$ cat src/rtl/div_unit.sv
// div_unit: multi-cycle restoring divider for MIPS DIV/DIVU, result = {remainder, quotient}.
// Latency: WIDTH+1 cycles from start to ready (2 cycles for a zero divisor).
// Backpressure: stall_request holds the pipeline until ready; DONE holds while start stays high.
// Optional macro DIV_SIGNED_EN enables signed DIV; without it every division is unsigned.
module div_unit #(
  parameter int WIDTH = 32
) (
  input  logic               clk,
  input  logic               reset,
  input  logic               start,
  input  logic               signed_div,
  input  logic [WIDTH-1:0]   dividend,
  input  logic [WIDTH-1:0]   divisor,
  input  logic               cancel,
  output logic [2*WIDTH-1:0] result,
  output logic               ready,
  output logic               stall_request
);

  localparam int CW = (WIDTH > 1) ? $clog2(WIDTH) : 1;
  localparam logic [CW-1:0] LAST = CW'(WIDTH - 1);

  typedef enum logic [1:0] {IDLE, BYZERO, BUSY, DONE} state_t;

  state_t           state;
  logic [CW-1:0]    count;
  logic [WIDTH-1:0] rem;    // partial remainder (always < divisor, so WIDTH bits suffice)
  logic [WIDTH-1:0] quot;   // dividend bits shift out the top, quotient bits shift in
  logic [WIDTH-1:0] dsr;    // latched divisor magnitude

  logic             a_neg, b_neg;
  logic [WIDTH-1:0] a_mag, b_mag;
  logic [WIDTH:0]   shifted, trial;
  logic [WIDTH-1:0] q_next, r_next, q_fin, r_fin;

`ifdef DIV_SIGNED_EN
  logic neg_q, neg_r;

  // Operand magnitudes for signed division; the most negative value maps to itself as unsigned
  assign a_neg = signed_div & dividend[WIDTH-1];
  assign b_neg = signed_div & divisor[WIDTH-1];
  assign a_mag = a_neg ? -dividend : dividend;
  assign b_mag = b_neg ? -divisor  : divisor;
  assign q_fin = neg_q ? -q_next : q_next;
  assign r_fin = neg_r ? -r_next : r_next;
`else
  logic unused_signed_div;

  assign unused_signed_div = signed_div;
  assign a_neg = 1'b0;
  assign b_neg = 1'b0;
  assign a_mag = dividend;
  assign b_mag = divisor;
  assign q_fin = q_next;
  assign r_fin = r_next;
`endif

  // One restoring step: shift in the next dividend bit, keep the trial difference if non-negative
  assign shifted = {rem, quot[WIDTH-1]};
  assign trial   = shifted - {1'b0, dsr};
  assign q_next  = {quot[WIDTH-2:0], ~trial[WIDTH]};
  assign r_next  = trial[WIDTH] ? shifted[WIDTH-1:0] : trial[WIDTH-1:0];

  // Stall whenever EX holds a divide whose result is not yet available
  assign stall_request = start & ~ready & ~cancel;

  // Control FSM and datapath registers; cancel wins over every state transition
  always_ff @(posedge clk or posedge reset) begin
    if (reset) begin
      state  <= IDLE;
      count  <= '0;
      rem    <= '0;
      quot   <= '0;
      dsr    <= '0;
      result <= '0;
      ready  <= 1'b0;
`ifdef DIV_SIGNED_EN
      neg_q  <= 1'b0;
      neg_r  <= 1'b0;
`endif
    end else if (cancel) begin
      state <= IDLE;
      ready <= 1'b0;
    end else begin
      case (state)
        IDLE: begin
          if (start) begin
            if (divisor == '0) begin
              result <= '0;
              state  <= BYZERO;
            end else begin
              rem   <= '0;
              quot  <= a_mag;
              dsr   <= b_mag;
              count <= '0;
`ifdef DIV_SIGNED_EN
              neg_q <= a_neg ^ b_neg;
              neg_r <= a_neg;
`endif
              state <= BUSY;
            end
          end
        end
        BYZERO: begin
          state <= DONE;
          ready <= 1'b1;
        end
        BUSY: begin
          rem   <= r_next;
          quot  <= q_next;
          count <= count + CW'(1);
          if (count == LAST) begin
            result <= {r_fin, q_fin};
            ready  <= 1'b1;
            state  <= DONE;
          end
        end
        DONE: begin
          if (!start) begin
            state <= IDLE;
            ready <= 1'b0;
          end
        end
        default: state <= IDLE;
      endcase
    end
  end

endmodule

$ cat config.mk
export PLATFORM = sky130hd
export DESIGN_NAME = div_unit
export DESIGN_NICKNAME = d
export VERILOG_FILES = /design/src/rtl/div_unit.sv
export SDC_FILE = /design/constraint.sdc
export NUM_CORES = 1
export LEC_CHECK = 0
export CORE_MARGIN = 2
export CORE_UTILIZATION = 50
export CTS_CLUSTER_SIZE = 20
export DETAILED_ROUTE_END_ITERATION = 7
export GPL_TIMING_DRIVEN = 1
export PLACE_DENSITY = 0.84
export SLEW_MARGIN = 20
export SYNTH_ARGS = -nofsm -noshare
export SYNTH_HDL_FRONTEND = slang
export SYNTH_SLANG_ARGS = --single-unit
$ cat constraint.sdc
create_clock -name clk -period 5.6 [get_ports clk]
set_input_delay 1.12 -clock clk [delete_from_list [all_inputs] [get_ports clk]]
set_output_delay 1.12 -clock clk [all_outputs]
set_load 0.02 [all_outputs]
; ---- After elaboration in Yosys (flattened, before gate mapping)
; Index checks and enable logic that the tools add are counted.
; W data, S select, Z words.
[word_totals]
output_inout_bits = 66
word_cells = 59
ff_bits = 168
[op_classes]
mux = 24
reduce_logical = 9
bitwise = 6
n_eq_ne = 11
addsub = 2
[ops]
columns = op, n
row1 = $mux W64, 3
row2 = $mux W32, 5
row3 = $pmux W32 S2, 2
row4 = $pmux W64 S2, 1
row5 = $sub A33 B32 Y33, 1
row6 = $logic_not A32 Y1, 1
row7 = $mux W2, 5
row8 = $mux W5, 2
row9 = $pmux W5 S2, 1
row10 = $ne A3 B3 Y1 const B, 3
row11 = $ne A2 B2 Y1 const B, 4
row12 = $pmux W2 S4, 1
row13 = $reduce_and A4 Y1, 2
row14 = $reduce_and A3 Y1, 2
row15 = $add A5 B1 Y5 const B, 1
row16 = $eq A5 B5 Y1 const B, 1
row17 = $reduce_and A5 Y1, 1
row18 = $eq A2 B2 Y1 const B, 2
row19 = $not A1 Y1, 4
row20 = $reduce_bool A4 Y1, 1
row21 = $mux W1, 3
row22 = $pmux W1 S3, 1
row23 = $and A1 B1 Y1, 2
row24 = $eq A2 B1 Y1 const B, 1
row25 = 2 further kinds, 2

; ---- Longest topological paths before layout
; Gate-level depths: netlist (run 1).
[depth]
ltp_word = 5
ltp_mapped = 14

; ---- Worst setup path after synthesis (run 1)
; OpenSTA, ideal clock, no wires.
[synth_timing]
kind = register to register
startpoint = register quot[31]
endpoint = register rem[2]
synth_period_minus_slack_ps = 3215
setup_slack_ps = 2385
arrival_time_ps = 3132
path_stages_with_launch = 14
path_buffers = 1
t_required_ps = 5517
path_cell_list = dfrtp_1 inv_1 ha_1 inv_1 fa_1 a211oi_1 o21ai_1 o2111a_1 o211a_1 o2111a_1 a211oi_4 buf_4 mux2_1 o21ai_0
[synth_via]
elab_chain_len = 3
[synth_rtl]
columns = element, line
row1 = from (decl), 28  ; logic [WIDTH-1:0] quot;
row2 = from (signal assigned), 93  ; quot <= a_mag;
row3 = from (signal assigned), 110  ; quot <= q_next;
row4 = $sub A33 B32 Y33, 60  ; assign trial = shifted - {1'b0, dsr};
row5 = $mux W32, 62  ; assign r_next = trial[WIDTH] ? shifted[WIDTH-1:0] : trial[WIDTH-1:0];
row6 = $pmux W32 S2, 85  ; case (state)
row7 = to (signal assigned), 109  ; rem <= r_next;
row8 = to (decl), 27  ; logic [WIDTH-1:0] rem;
; Every way passes these cells.
; A chain may end at the register's enable or synchronous reset.

; ---- Worst setup path after layout (run 1)
[layout_timing]
startpoint = input divisor[3]
endpoint = register result[59]
[layout_via]
elab_chain_len = 3
[layout_rtl]
columns = element, line
row1 = from (decl), 13  ; input logic [WIDTH-1:0] divisor,
row2 = $logic_not A32 Y1, 88  ; if (divisor == '0) begin
row3 = $ne A2 B2 Y1 (no line), n/a
row4 = $reduce_and A5 Y1 (no line), n/a
row5 = to (signal assigned), 113  ; result <= {r_fin, q_fin};
row6 = to (decl), 15  ; output logic [2*WIDTH-1:0] result,
; Every way passes these cells.

==> results of run 1 <==
==> final timing paths <==
kind                                     endpoint  slack (ns)  cells after the start
max reg2reg                   rem[15]$_DFFE_PP0P_        1.57                     13
max                        result[59]$_DFFE_PP0P_        1.44                     10
min reg2reg                  count[4]$_DFFE_PP0P_        0.48                      2
min                          count[4]$_DFFE_PP0P_        0.48                      2
max in group asynchronous     rem[26]$_DFFE_PP0P_        3.58                      3
min in group asynchronous   result[0]$_DFFE_PP0P_        1.24                      3
==> Yosys cell counts (3+ instances only) <==
master	number	share of area [%]
xor2_1	9	0.86
and2_1	3	0.21
mux2_2	32	4.0
o21a_1	6	0.49
nand2_1	199	8.2
xnor2_1	14	1.3
nand2b_1	4	0.27
o21ai_1	9	0.49
or2_2	4	0.27
o311ai_0	27	2.6
and3_1	5	0.34
buf_4	5	0.41
o21ai_0	63	3.5
buf_1	8	0.33
nor4b_1	3	0.29
o31ai_1	20	1.6
nor4_1	8	0.55
ha_1	37	5.1
o211ai_1	8	0.66
dfrtp_1	168	46
a211oi_1	4	0.33
mux2_1	4	0.49
nor2b_1	3	0.21
nor2_1	59	2.4
a21oi_1	34	1.9
nand3_1	12	0.66
inv_1	50	2.1
o21bai_1	5	0.41
mux2i_1	13	1.4
clkbuf_1	46	1.9
nor3_1	9	0.49
nand4_1	34	2.3
a22oi_1	3	0.25
a31oi_1	37	2.5
o311ai_1	4	0.38
a21o_1	16	1.3
==> layer usage <==
layer / routed length [µm] / vias up
met5: 0 / -
met4: 854 / 0
met3: 1350 / 68
met2: 11500 / 305
met1: 10000 / 3920
li1: - / 3778
==> critical path, delay by kind of cell <==
kind	cells	cell delay (ns)
buf+inv	2	0.67
simple gates	5	2.13
compound gates	3	0.59
==> kinds of logic (layout without fill, tap and decap cells) <==
family	count (synthesis)	in the layout	synth area share (%)
xor+xnor	23	23	2.21
simple gates	351	351	16.9
flops	168	168	46.1
buf+inv	113	227	4.97
mux	49	49	5.87
compound gates	256	256	18.7
fa+ha+maj	38	38	5.30
==> flip-flops by register name, indices dropped and copies added (netlist names) <==
register and count:
result 64, dsr 32, quot 32, rem 32, count 5, state 2, ready 1
==> cell usage in the layout (no fill, tap or decap), drive strengths merged, types with 3 or more instances in the layout <==
master / instances
clkinv: 3
nand2: 199
nor4b: 3
o311ai: 31
xnor2: 14
bufinv: 5
a21o: 16
a31oi: 37
o31ai: 20
and3: 5
a211oi: 5
xor2: 9
and2: 3
mux2: 36
nor4: 8
nand3: 12
a22oi: 3
clkinvlp: 4
clkdlybuf4s50: 133
buf: 11
a221oi: 3
o21ai: 72
dfrtp: 168
o211ai: 8
a21oi: 34
clkbuf: 19
inv: 52
nor3: 9
o21bai: 5
nand2b: 4
mux2i: 13
nor2b: 3
nor2: 59
or2: 5
nand4: 34
o21a: 6
ha: 37
==> where the power goes <==
group	switching [W]	leakage [nW]	internal, W
Combinational	0.00245	2.53	0.00159
Sequential	0.000385	2.15	0.00177
Clock	0.000513	0.306	0.000799
==> through the flow <==
stage / hold WS (ns) / setup WS, ns / instances / cell area, µm² / utilization (%)
floorplan: 0.445 / 2.34 / 998 / 9120 / -
finish: 0.476 / 1.44 / 1341 / 11200 / 62.8
global placement: 0.460 / 1.11 / 1309 / 10600 / 59.2
CTS: 0.484 / 1.47 / 1341 / 11200 / 62.8
global route: 0.497 / 1.25 / 1341 / 11200 / 62.8
detailed placement: 0.470 / 1.04 / 1309 / 10600 / 59.2
==> final cells by class <==
class | instances | area (µm²)
repair buffers | 144 | 1430
flip-flops and latches | 168 | 4200
well taps | 229 | 287
clock inverters | 13 | 219
multi-input cells | 717 | 4490
inverters | 51 | 195
fillers | 1475 | 6650
clock buffers | 19 | 433
==> summary by stage, run 1 <==
Status
The flow ran to the end, and the final reports show no timing, DRC or antenna violations.

Flow run
Max-cap violations in this run came to 0.

Hold path
The min-delay analysis places its worst path in the category reg -> reg. The worst hold path startpoint is count[4]$_DFFE_PP0P_.

Synthesis
The count of synthesis-stage warnings from yosys is 0. The leading register cell type out of synthesis is dfrtp_1. Of all flip-flops after synthesis, the portion carrying an async set or reset was 100%.

After synthesis the cells add up to 0.00912 mm². The cell count after synthesis came out at 998. The number of different library cells in the post-synthesis netlist is 61. Counting flops with a built-in enable in the synthesized netlist gives 0. The portion of the post-synthesis area used by sequential elements is 46.1%. The count of state elements after synthesis is 168.

The synthesized area per cell is 9.14 µm². Counting every net in the synthesized netlist gives 1105.

Clock tree
Once the clock tree was built, the resizer swapped 0 gates to a different size. The setup fix buffers added after clock tree synthesis is 0. TritonCTS built the clock tree. The clock insertion delay at the later pin of the skew report is 0.43 ns. After clock tree synthesis, the clock-pin slew on the worst setup and hold paths is 0.06 ns. The total CTS buffers is 17. The buffer levels on the longest clock path is 2. The clock root buffer is clkbuf_16. The clock sink count is 168.

The count of H-tree levels built during CTS is 4. The number of hold buffers added after CTS was 0.

Global routing
For this run, the total global-route usage over all layers was measured as 24.6%. The layer flagged by global routing as most heavily used is met2. The wire length of the first global-routing pass is 38.6 mm.

Global routing used 31.6% of the available met1 tracks. The via count of the first global-routing pass came to 7770. The number of antenna violations at the first check in global routing came to 1.

The pin count of the biggest net entering global routing is 169. The met3 track demand over resource in global routing is 5.15%. The leftover overflow at the end of global routing is 0. The met2 global-route usage is 40.6%.

Critical path
The largest driver fanout on the critical path is 18. For this run, the slowest stage of the critical path takes 0.64 ns. The signal on the critical path passes through clkdlybuf4s50_1 > nor4_1 > nand4_1 > nor3_1 > o21a_1 > buf_4 > nand2_1 > a21oi_1 > nor4b_1 > a221o_1. The cell with the largest stage delay on the worst path is nor4_1.

The worst endpoint required time is 5.97 ns. STA classifies the critical path startpoint as an input pin. STA classifies the critical path endpoint as a register. The startpoint identified for the worst register-to-register timing path is quot[31]$_DFFE_PP0P_. The worst setup path startpoint is divisor[3]. The critical path is of the in -> reg type. The data arrival time of the critical path is 4.53 ns.

Timing
The worst path uses 74.3% of the clock period. Based on the critical path, the design can be clocked at up to 240 MHz. The clock period minus final worst setup slack is 4.16 ns. The worst slew margin relative to its limit is 33.6%. The total negative slack for setup checks is 0 ns. Setup violations remaining at the end of the flow were counted as 0. The actual slew at the worst max-slew pin is 0.992 ns.

Across the routed clock network, the largest skew measured is 0.0107 ns. The number of hold violations in the final report was 0. Setup repair after global routing left no endpoint under its margin. The number of max-slew violations in the final report came to 0.

Drt
The final route contains 8071 vias. In the routed design, unresolved DRC markers number 0. After detailed routing, the number of vias per cell comes to 6.02. The detail route stage leaves a number of antenna-violating nets equal to 0.

The routed wirelength normalized by instance count is 17.7 µm. The number of DRC markers in iteration 0 is 650. The first-pass detailed-route iteration total is 5. Summed over all layers, the routed wires come to 23.8 mm.

Floorplan
The initial core utilization is 50.9%. The count of boundary I/O pins is 135. The floorplan step set the die height to 139 µm. The total die area is 0.0193 mm². The die boundary width is 139 µm. The core box area is 0.0179 mm². The number of placement rows is 49.

Pwr
The static leakage is 4.99 nW. Power spread over the standard cell area amounts to 668 mW/mm². VDD sags by at most 0.000383 V. The total design power is 0.00751 W.

Placement
The detailed placer's ending HPWL is 15.9 mm. The number of I/O port buffers is 133. The weighted congestion at the end of routability-driven global placement is 0.974.

Final layout
The final layout net count is 1206. The count of inserted antenna diode cells is 0. Relative to the synthesized area, the layout overhead comes to 23.4%.

The ratio of cells with drive above 1 in the final layout is 7.55%.
Power figures use the tool's default switching activity.
==> inputs of run 2 (changes only) <==
==> constraint.sdc (replaced) <==
create_clock -name clk -period 3.6 [get_ports clk]
set_input_delay 0.72 -clock clk [delete_from_list [all_inputs] [get_ports clk]]
set_output_delay 0.72 -clock clk [all_outputs]
set_load 0.02 [all_outputs]
==> run 2 against run 1 <==
Against the previous run:
- die area did not move
- sequential power rose by 56%
- first-iteration DRC count fell by 2.6%
- combinational power rose by 71%
- design area rose by 2.5%
- clock skew rose by 0.00056 ns
- clock-buffer cell count fell by 2
- global-route usage rose by 1.1 points
- non-clock buffer count rose by 27
- total power rose by 62%
==> summary by stage, run 2 (synthesis gave the netlist of run 1 again) <==
Status
Status: complete, no violations (unchanged).

Timing
For this run, the top clock speed supported by timing is 284 MHz. The post-route worst setup slack is 0.0815 ns (was 1.44 ns). The worst slew margin relative to its limit came to 32.4% (was 33.6%). The total of endpoints with negative setup slack in the final report is 0 (unchanged). The actual slew at the worst max-slew pin is 1.01 ns (was 0.992 ns).

The final hold slack came to 0.483 ns (was 0.476 ns). The number of hold violations in the final report is 0 (unchanged). The number of max-slew violations in the final report is 0 (unchanged). The worst clock skew is 0.0113 ns (was 0.0107 ns).

The clock period minus final worst setup slack is 3.52 ns. The final clock period utilization by the worst path is 97.7%. The total negative slack for setup checks came to 0 ns (unchanged).

Clock tree
The buffer levels on the longest clock path was 2 (unchanged). The TritonCTS clock tree is built (unchanged). The clock slew at the register clock pins of the worst setup and hold paths came to 0.07 ns (was 0.06 ns). The count of H-tree levels built during CTS came to 4 (unchanged). The clock insertion delay at the later pin of the skew report is 0.44 ns (was 0.43 ns).

The clock root buffer is clkbuf_16 (unchanged). The hold buffer count at CTS is 0 (unchanged). The clock sink count is 168 (unchanged). The total CTS buffers is 17 (unchanged).

Drt
The routed wire length on met3 is 1.55 mm (was 1.35 mm). The first-pass detailed-route iteration total is 7 (was 5). The detailed route wirelength on metal2 is 12.0 mm (was 11.5 mm). The final wirelength is 25.1 mm (was 23.8 mm). The post-route DRC violation count came to 0 (unchanged). The routed wirelength normalized by instance count was 18.3 µm (was 17.7 µm). The detailed-routing wirelength on met1 is 10.8 mm (was 10.0 mm). The vias per cell is 6.02 (about the same). The number of antenna-violating nets in the routed design is 0 (unchanged). The total vias in the final route is 8231 (was 8071). The number of DRC markers in iteration 0 is 633 (was 650). The highest signal layer in the routed design is met4 (unchanged).

Placement
The detailed placer's ending HPWL is 16.7 mm (was 15.9 mm). The number of I/O port buffers is 133 (unchanged). The worst setup slack before clock tree synthesis was 0.0981 ns (was 1.04 ns). The weighted congestion at the end of routability-driven global placement is 0.967 (was 0.974). The number of placed instances with taps included was 1330 (was 1309).

Global routing
The number of antenna violations at the first check in global routing was 0 (was 1). The pin count of the biggest net entering global routing is 169 (unchanged). The combined global-route utilization of all metal layers is 25.7% (was 24.6%).

The leftover overflow at the end of global routing is 0 (unchanged). The wire length of the first global-routing pass is 40.4 mm (was 38.6 mm). The via count of the first global-routing pass is 7805 (was 7770).

Critical path
The cell with the largest stage delay on the worst path is dfrtp_1 (was nor4_1). The buffering stage count on the worst path with inverters included is 5 (was 2). The kind of launch point of the worst setup path is a register (was input pin).

The largest driver fanout on the critical path is 11 (was 18). The data arrival time of the critical path was 3.81 ns (was 4.53 ns). The worst endpoint required time came to 3.89 ns (was 5.97 ns). The slack of the worst reg-to-reg path is 0.08 ns (was 1.57 ns). The endpoint type of the worst setup path is a register (unchanged). The family with the most delay on the worst path is compound AO/OA/AOI/OAI gates (was simple AND/OR/NAND/NOR gates). Critical Path, Cell by Cell: inv_1 > ha_1 > inv_1 > fa_1 > a211oi_1 > o21ai_1 > o2111a_1 > o211a_1 > o2111a_1 > a211oi_4 > buf_6 > buf_12 > buf_4 > nand4_1 > o311ai_0 (was clkdlybuf4s50_1 > nor4_1 > nand4_1 > nor3_1 > o21a_1 > buf_4 > nand2_1 > a21oi_1 > nor4b_1 > a221o_1).

The maximum single-stage delay on the critical path is 0.42 ns (was 0.64 ns). The critical path class is reg -> reg (was in -> reg).

Floorplan
The initial core utilization was 50.9% (unchanged). The total die area came to 0.0193 mm² (unchanged). The count of boundary I/O pins is 135 (unchanged). The number of placement rows is 49 (unchanged).

The core box area came to 0.0179 mm² (unchanged). The die boundary width is 139 µm (unchanged). The vertical extent of the die was 139 µm (unchanged).

Final layout
The area overhead of the layout relative to synthesis is 26.4% (was 23.4%). The count of inserted antenna diode cells was 0 (unchanged). The most common library cell in the layout ignoring fill and taps is nand2_1 (unchanged). The utilization after layout is 64.4% (was 62.8%). The flip-flop count of the largest register, all copies and words added came to 64 (unchanged).

The ratio of cells with drive above 1 in the final layout is 9.92% (was 7.55%). Top library cells by usage in the layout, fill and taps aside: nand2_1, dfrtp_1, clkdlybuf4s50_1 (unchanged). The final layout net count came to 1233 (was 1206). The final cell count without fillers came to 1368 (was 1341).

The largest register by flop count is result (unchanged).

Pwr
The static leakage was 5.16 nW (was 4.99 nW). The power density normalized to cell area is 1050 mW/mm² (was 668 mW/mm²). The maximum vdd ir drop is 0.000519 V (was 0.000383 V).

Flow run
The max-cap violation count came to 0 (unchanged).

Hold path
The worst min-delay path category is reg -> reg (unchanged).
==> run 2: cell count changes in the layout (fill, tap and decap cells not counted), sizes merged <==
cell,delta
buf,+24
bufinv,-4
clkinv,+4
inv,+4
clkinvlp,-2
clkbuf,+1
==> run 2: worst paths after layout <==
kind,from,endpoint,depth (start not counted)
setup / recovery,quot[31]$_DFFE_PP0P_,rem[21]$_DFFE_PP0P_,15
hold / removal,count[4]$_DFFE_PP0P_,count[4]$_DFFE_PP0P_,2
setup reg to reg,quot[31]$_DFFE_PP0P_,rem[21]$_DFFE_PP0P_,15
hold reg to reg,count[4]$_DFFE_PP0P_,count[4]$_DFFE_PP0P_,2
max in group asynchronous,reset,result[53]$_DFFE_PP0P_,3
min in group asynchronous,reset,result[2]$_DFFE_PP0P_,3
==> run 2: repair_timing <==
action / in CTS / in global routing
endpoints found under the setup margin: 0 / 38
buffers inserted: 0 / 3
gates resized for setup: 0 / 3
==> run 2: report_power, final <==
group	total, W	leakage [nW]	switching [W]	internal (W)
combinational	0.00692	2.72	0.00404	0.00288
sequential	0.00336	2.15	0.000603	0.00275
clock	0.00187	0.293	0.000870	0.000996
==> run 2: worst min-delay path, stage by stage (launching register included) <==
cell	delay [ns]
dfrtp_1	0.35
nand2_1	0.05
nand2_1	0.05
==> run 2: metrics by stage <==
stage	cell area, µm²	power (W)
4_1_cts	11400	0.0117
5_1_grt	11500	0.0129
3_3_place_gp	10800	0.00956
6_report	11500	0.0121
3_5_place_dp	10800	0.00975
2_1_floorplan	9120	0.00770
==> run 2: per-layer routing <==
metal / vias up / global-route usage, %
li1: 3833 / -
met1: 3980 / 35.1
met2: 346 / 41.2
met3: 72 / 3.94
met4: 0 / 10.7
met5: - / 0
==> run 2: final cells by class <==
class / instances / area [µm²]
flip-flops and latches: 168 / 4200
fillers: 1414 / 6380
clock inverters: 15 / 181
clock buffers: 17 / 425
well taps: 229 / 287
multi-input cells: 717 / 4490
inverters: 51 / 195
repair buffers: 171 / 1750
==> inputs of run 3 (changes only) <==
--- a/config.mk
+++ b/config.mk
@@ -5,8 +5,10 @@
 export SDC_FILE = /design/constraint.sdc
 export NUM_CORES = 1
 export LEC_CHECK = 0
+export CORE_ASPECT_RATIO = 0.75
 export CORE_MARGIN = 2
 export CORE_UTILIZATION = 50
+export CTS_CLUSTER_DIAMETER = 40
 export CTS_CLUSTER_SIZE = 20
 export DETAILED_ROUTE_END_ITERATION = 7
 export GPL_TIMING_DRIVEN = 1
==> run 3 against run 2 <==
Against the previous run:
- clock-buffer cell count is 1 higher
- sequential cell count unchanged
- non-clock buffer count is 18 higher
- clock power decreased by 6%
- largest power group unchanged
- maximum frequency increased by 2.0%
- sequential power about the same
- register-to-register slack improved by 0.07 ns
- first-iteration DRC count rose by 44%
- via count increased by 0.83%
- die area about the same
- critical path depth fell by 2
- clock skew rose by 0.0040 ns
==> summary by stage, run 3 (synthesis gave the netlist of run 1 again) <==
Final layout
The count of filler cells inserted in the layout was 1463 (was 1414). The area taken by multi-input logic gates is 0.00449 mm² (about the same). The largest register by flop count is result (unchanged). The count of inserted antenna diode cells came to 0 (unchanged). The most common library cell in the layout ignoring fill and taps is nand2_1 (unchanged).

The utilization after layout is 65.6% (was 64.4%). Top library cells by usage in the layout, fill and taps aside: nand2_1, dfrtp_1, clkdlybuf4s50_1 (unchanged). The final layout net count was 1251 (was 1233).

The combined flip-flop and latch cell area is 0.00420 mm² (unchanged). The flip-flop count of the largest register, all copies and words added came to 64 (unchanged). The ratio of cells with drive above 1 in the final layout is 11.4% (was 9.92%). The area overhead of the layout relative to synthesis was 27.8% (was 26.4%).

Hold path
The worst min-delay path category is reg -> reg (unchanged).

Critical path
Critical Path, Cell by Cell: inv_1 > ha_1 > inv_1 > fa_2 > a211oi_2 > o21ai_1 > o2111a_1 > o211a_1 > o2111a_1 > a211oi_4 > buf_12 > mux2_1 > o21ai_0 (was inv_1 > ha_1 > inv_1 > fa_1 > a211oi_1 > o21ai_1 > o2111a_1 > o211a_1 > o2111a_1 > a211oi_4 > buf_6 > buf_12 > buf_4 > nand4_1 > o311ai_0). The largest driver fanout on the critical path is 12 (was 11). The family with the most delay on the worst path is compound AO/OA/AOI/OAI gates (unchanged).

The critical path class is reg -> reg (unchanged). The endpoint type of the worst setup path is a register (unchanged). The maximum single-stage delay on the critical path is 0.42 ns (about the same). The buffering stage count on the worst path with inverters included is 3 (was 5). The kind of launch point of the worst setup path is a register (unchanged). The worst endpoint required time is 3.95 ns (was 3.89 ns). The cell with the largest stage delay on the worst path is dfrtp_1 (unchanged). The data arrival time of the critical path is 3.80 ns (was 3.81 ns).

Clock tree
The clock sink count is 168 (unchanged). The count of H-tree levels built during CTS is 4 (unchanged). The buffer levels on the longest clock path is 2 (unchanged). The hold buffer count at CTS is 0 (unchanged).

The clock insertion delay at the later pin of the skew report is 0.44 ns (about the same). The total CTS buffers came to 17 (unchanged). The clock slew at the register clock pins of the worst setup and hold paths is 0.07 ns (about the same). The TritonCTS clock tree is built (unchanged). The clock root buffer is clkbuf_16 (unchanged).

Floorplan
The core box area came to 0.0178 mm² (was 0.0179 mm²). The die boundary width is 160 µm (was 139 µm). The total die area came to 0.0193 mm² (about the same). The vertical extent of the die is 121 µm (was 139 µm). The count of boundary I/O pins was 135 (unchanged).

The number of placement rows is 42 (was 49). The initial core utilization is 51.3% (was 50.9%).

Pwr
The switching power is 0.00548 W (was 0.00552 W). The static leakage came to 5.21 nW (was 5.16 nW). The fraction of power spent switching nets is 45.4% (about the same). The cell-internal power is 0.00658 W (was 0.00662 W). The proportion of power drawn by flip-flops and latches is 28.0% (was 27.6%).

The power density normalized to cell area is 1040 mW/mm² (was 1050 mW/mm²). The relative contribution of the clock network to total power came to 14.5% (was 15.4%). The logic gate share of total power is 57.5% (was 57.0%).

The total design power is 0.0121 W (about the same). The maximum vdd ir drop came to 0.000568 V (was 0.000519 V).

Drt
The number of DRC markers in iteration 0 is 910 (was 633). The total vias in the final route is 8299 (was 8231). The post-route DRC violation count is 0 (unchanged). The routed wirelength normalized by instance count is 18.1 µm (was 18.3 µm). The number of antenna-violating nets in the routed design is 0 (unchanged).

The first-pass detailed-route iteration total came to 5 (was 7). The final wirelength is 25.4 mm (was 25.1 mm). The vias per cell is 5.94 (was 6.02).

Placement
The weighted congestion at the end of routability-driven global placement was 0.903 (was 0.967). The number of I/O port buffers is 133 (unchanged). The detailed placer's ending HPWL is 17.9 mm (was 16.7 mm).

Timing
The worst clock skew is 0.0153 ns (was 0.0113 ns). The number of max-slew violations in the final report is 0 (unchanged). The worst slew margin relative to its limit is 40.3% (was 32.4%).

The total of endpoints with negative setup slack in the final report is 0 (unchanged). The number of hold violations in the final report is 0 (unchanged). The final clock period utilization by the worst path came to 95.8% (was 97.7%). The maximum clock frequency is 290 MHz (was 284 MHz). The clock period minus final worst setup slack is 3.45 ns (was 3.52 ns). The actual slew at the worst max-slew pin is 0.896 ns (was 1.01 ns).

Global routing
The via count of the first global-routing pass is 7826 (was 7805). The pin count of the biggest net entering global routing is 83 (was 169). The number of antenna violations at the first check in global routing is 0 (unchanged).

The leftover overflow at the end of global routing is 0 (unchanged). The combined global-route utilization of all metal layers is 26.4% (was 25.7%). The wire length of the first global-routing pass came to 40.7 mm (was 40.4 mm).

Flow run
The max-cap violation count is 0 (unchanged).

Status
Status: complete, no violations (unchanged).
[run 3: worst min-delay path: cells and delay by family (launching register included)]
family          cells  cell delay, ns
flops               1            0.34
compound gates      1            0.05
simple gates        1            0.04
[run 3: final timing paths]
kind / startpoint / end / slack [ns] / cells after the start
min in group asynchronous: reset / count[3]$_DFFE_PP0P_ / 0.78 / 2
worst min-delay path: result[30]$_DFFE_PP0P_ / result[30]$_DFFE_PP0P_ / 0.47 / 2
max in group asynchronous: reset / result[47]$_DFFE_PP0P_ / 1.93 / 4
worst max register to register: quot[31]$_DFFE_PP0P_ / result[38]$_DFFE_PP0P_ / 0.15 / 13
worst min register to register: result[30]$_DFFE_PP0P_ / result[30]$_DFFE_PP0P_ / 0.47 / 2
worst max-delay path: quot[31]$_DFFE_PP0P_ / result[38]$_DFFE_PP0P_ / 0.15 / 13
[run 3: power by group through the flow]
| stage | Clock [W] | Combinational (W) | Sequential, W |
|---|---|---|---|
| finish | 0.00175 | 0.00694 | 0.00337 |
| global placement | 0 | 0.00631 | 0.00335 |
| floorplan | 0 | 0.00410 | 0.00360 |
| detailed placement | 0 | 0.00649 | 0.00338 |
| global route | 0.00186 | 0.00752 | 0.00348 |
| CTS | 0.00177 | 0.00653 | 0.00336 |
[run 3: final cells by class]
type	count	area share, %
Inverter	51	1.68
Multi-Input combinational cell	717	38.6
Sequential cell	168	36.1
Clock inverter	13	0.977
Clock buffer	18	3.77
Timing Repair Buffer	189	16.3
Tap cell	242	2.60
[run 3: metal layers]
metal / up-vias / track usage (%) / routed length, µm
li1: 3863 / - / -
met1: 4029 / 37.3 / 11500
met2: 350 / 42.0 / 11600
met3: 57 / 5.26 / 1740
met4: 0 / 7.15 / 550
met5: - / 0 / 0
[run 3: what timing repair did]
item | CTS | global route
setup buffers | 0 | 5
resized for setup | 0 | 4
setup endpoints to repair | 0 | 45
[run 3: stage by stage]
stage | setup TNS (ns) | hold WS (ns) | setup WS, ns | std cells | cell area (µm²)
2_1_floorplan | 0 | 0.445 | 0.385 | 998 | 9120
5_1_grt | -0.00879 | 0.503 | -0.00879 | 1398 | 11600
3_5_place_dp | 0 | 0.469 | 0.0923 | 1359 | 11000
4_1_cts | 0 | 0.483 | 0.0250 | 1390 | 11500
6_report | 0 | 0.475 | 0.150 | 1398 | 11600
3_3_place_gp | 0 | 0.454 | 0.170 | 1359 | 11000
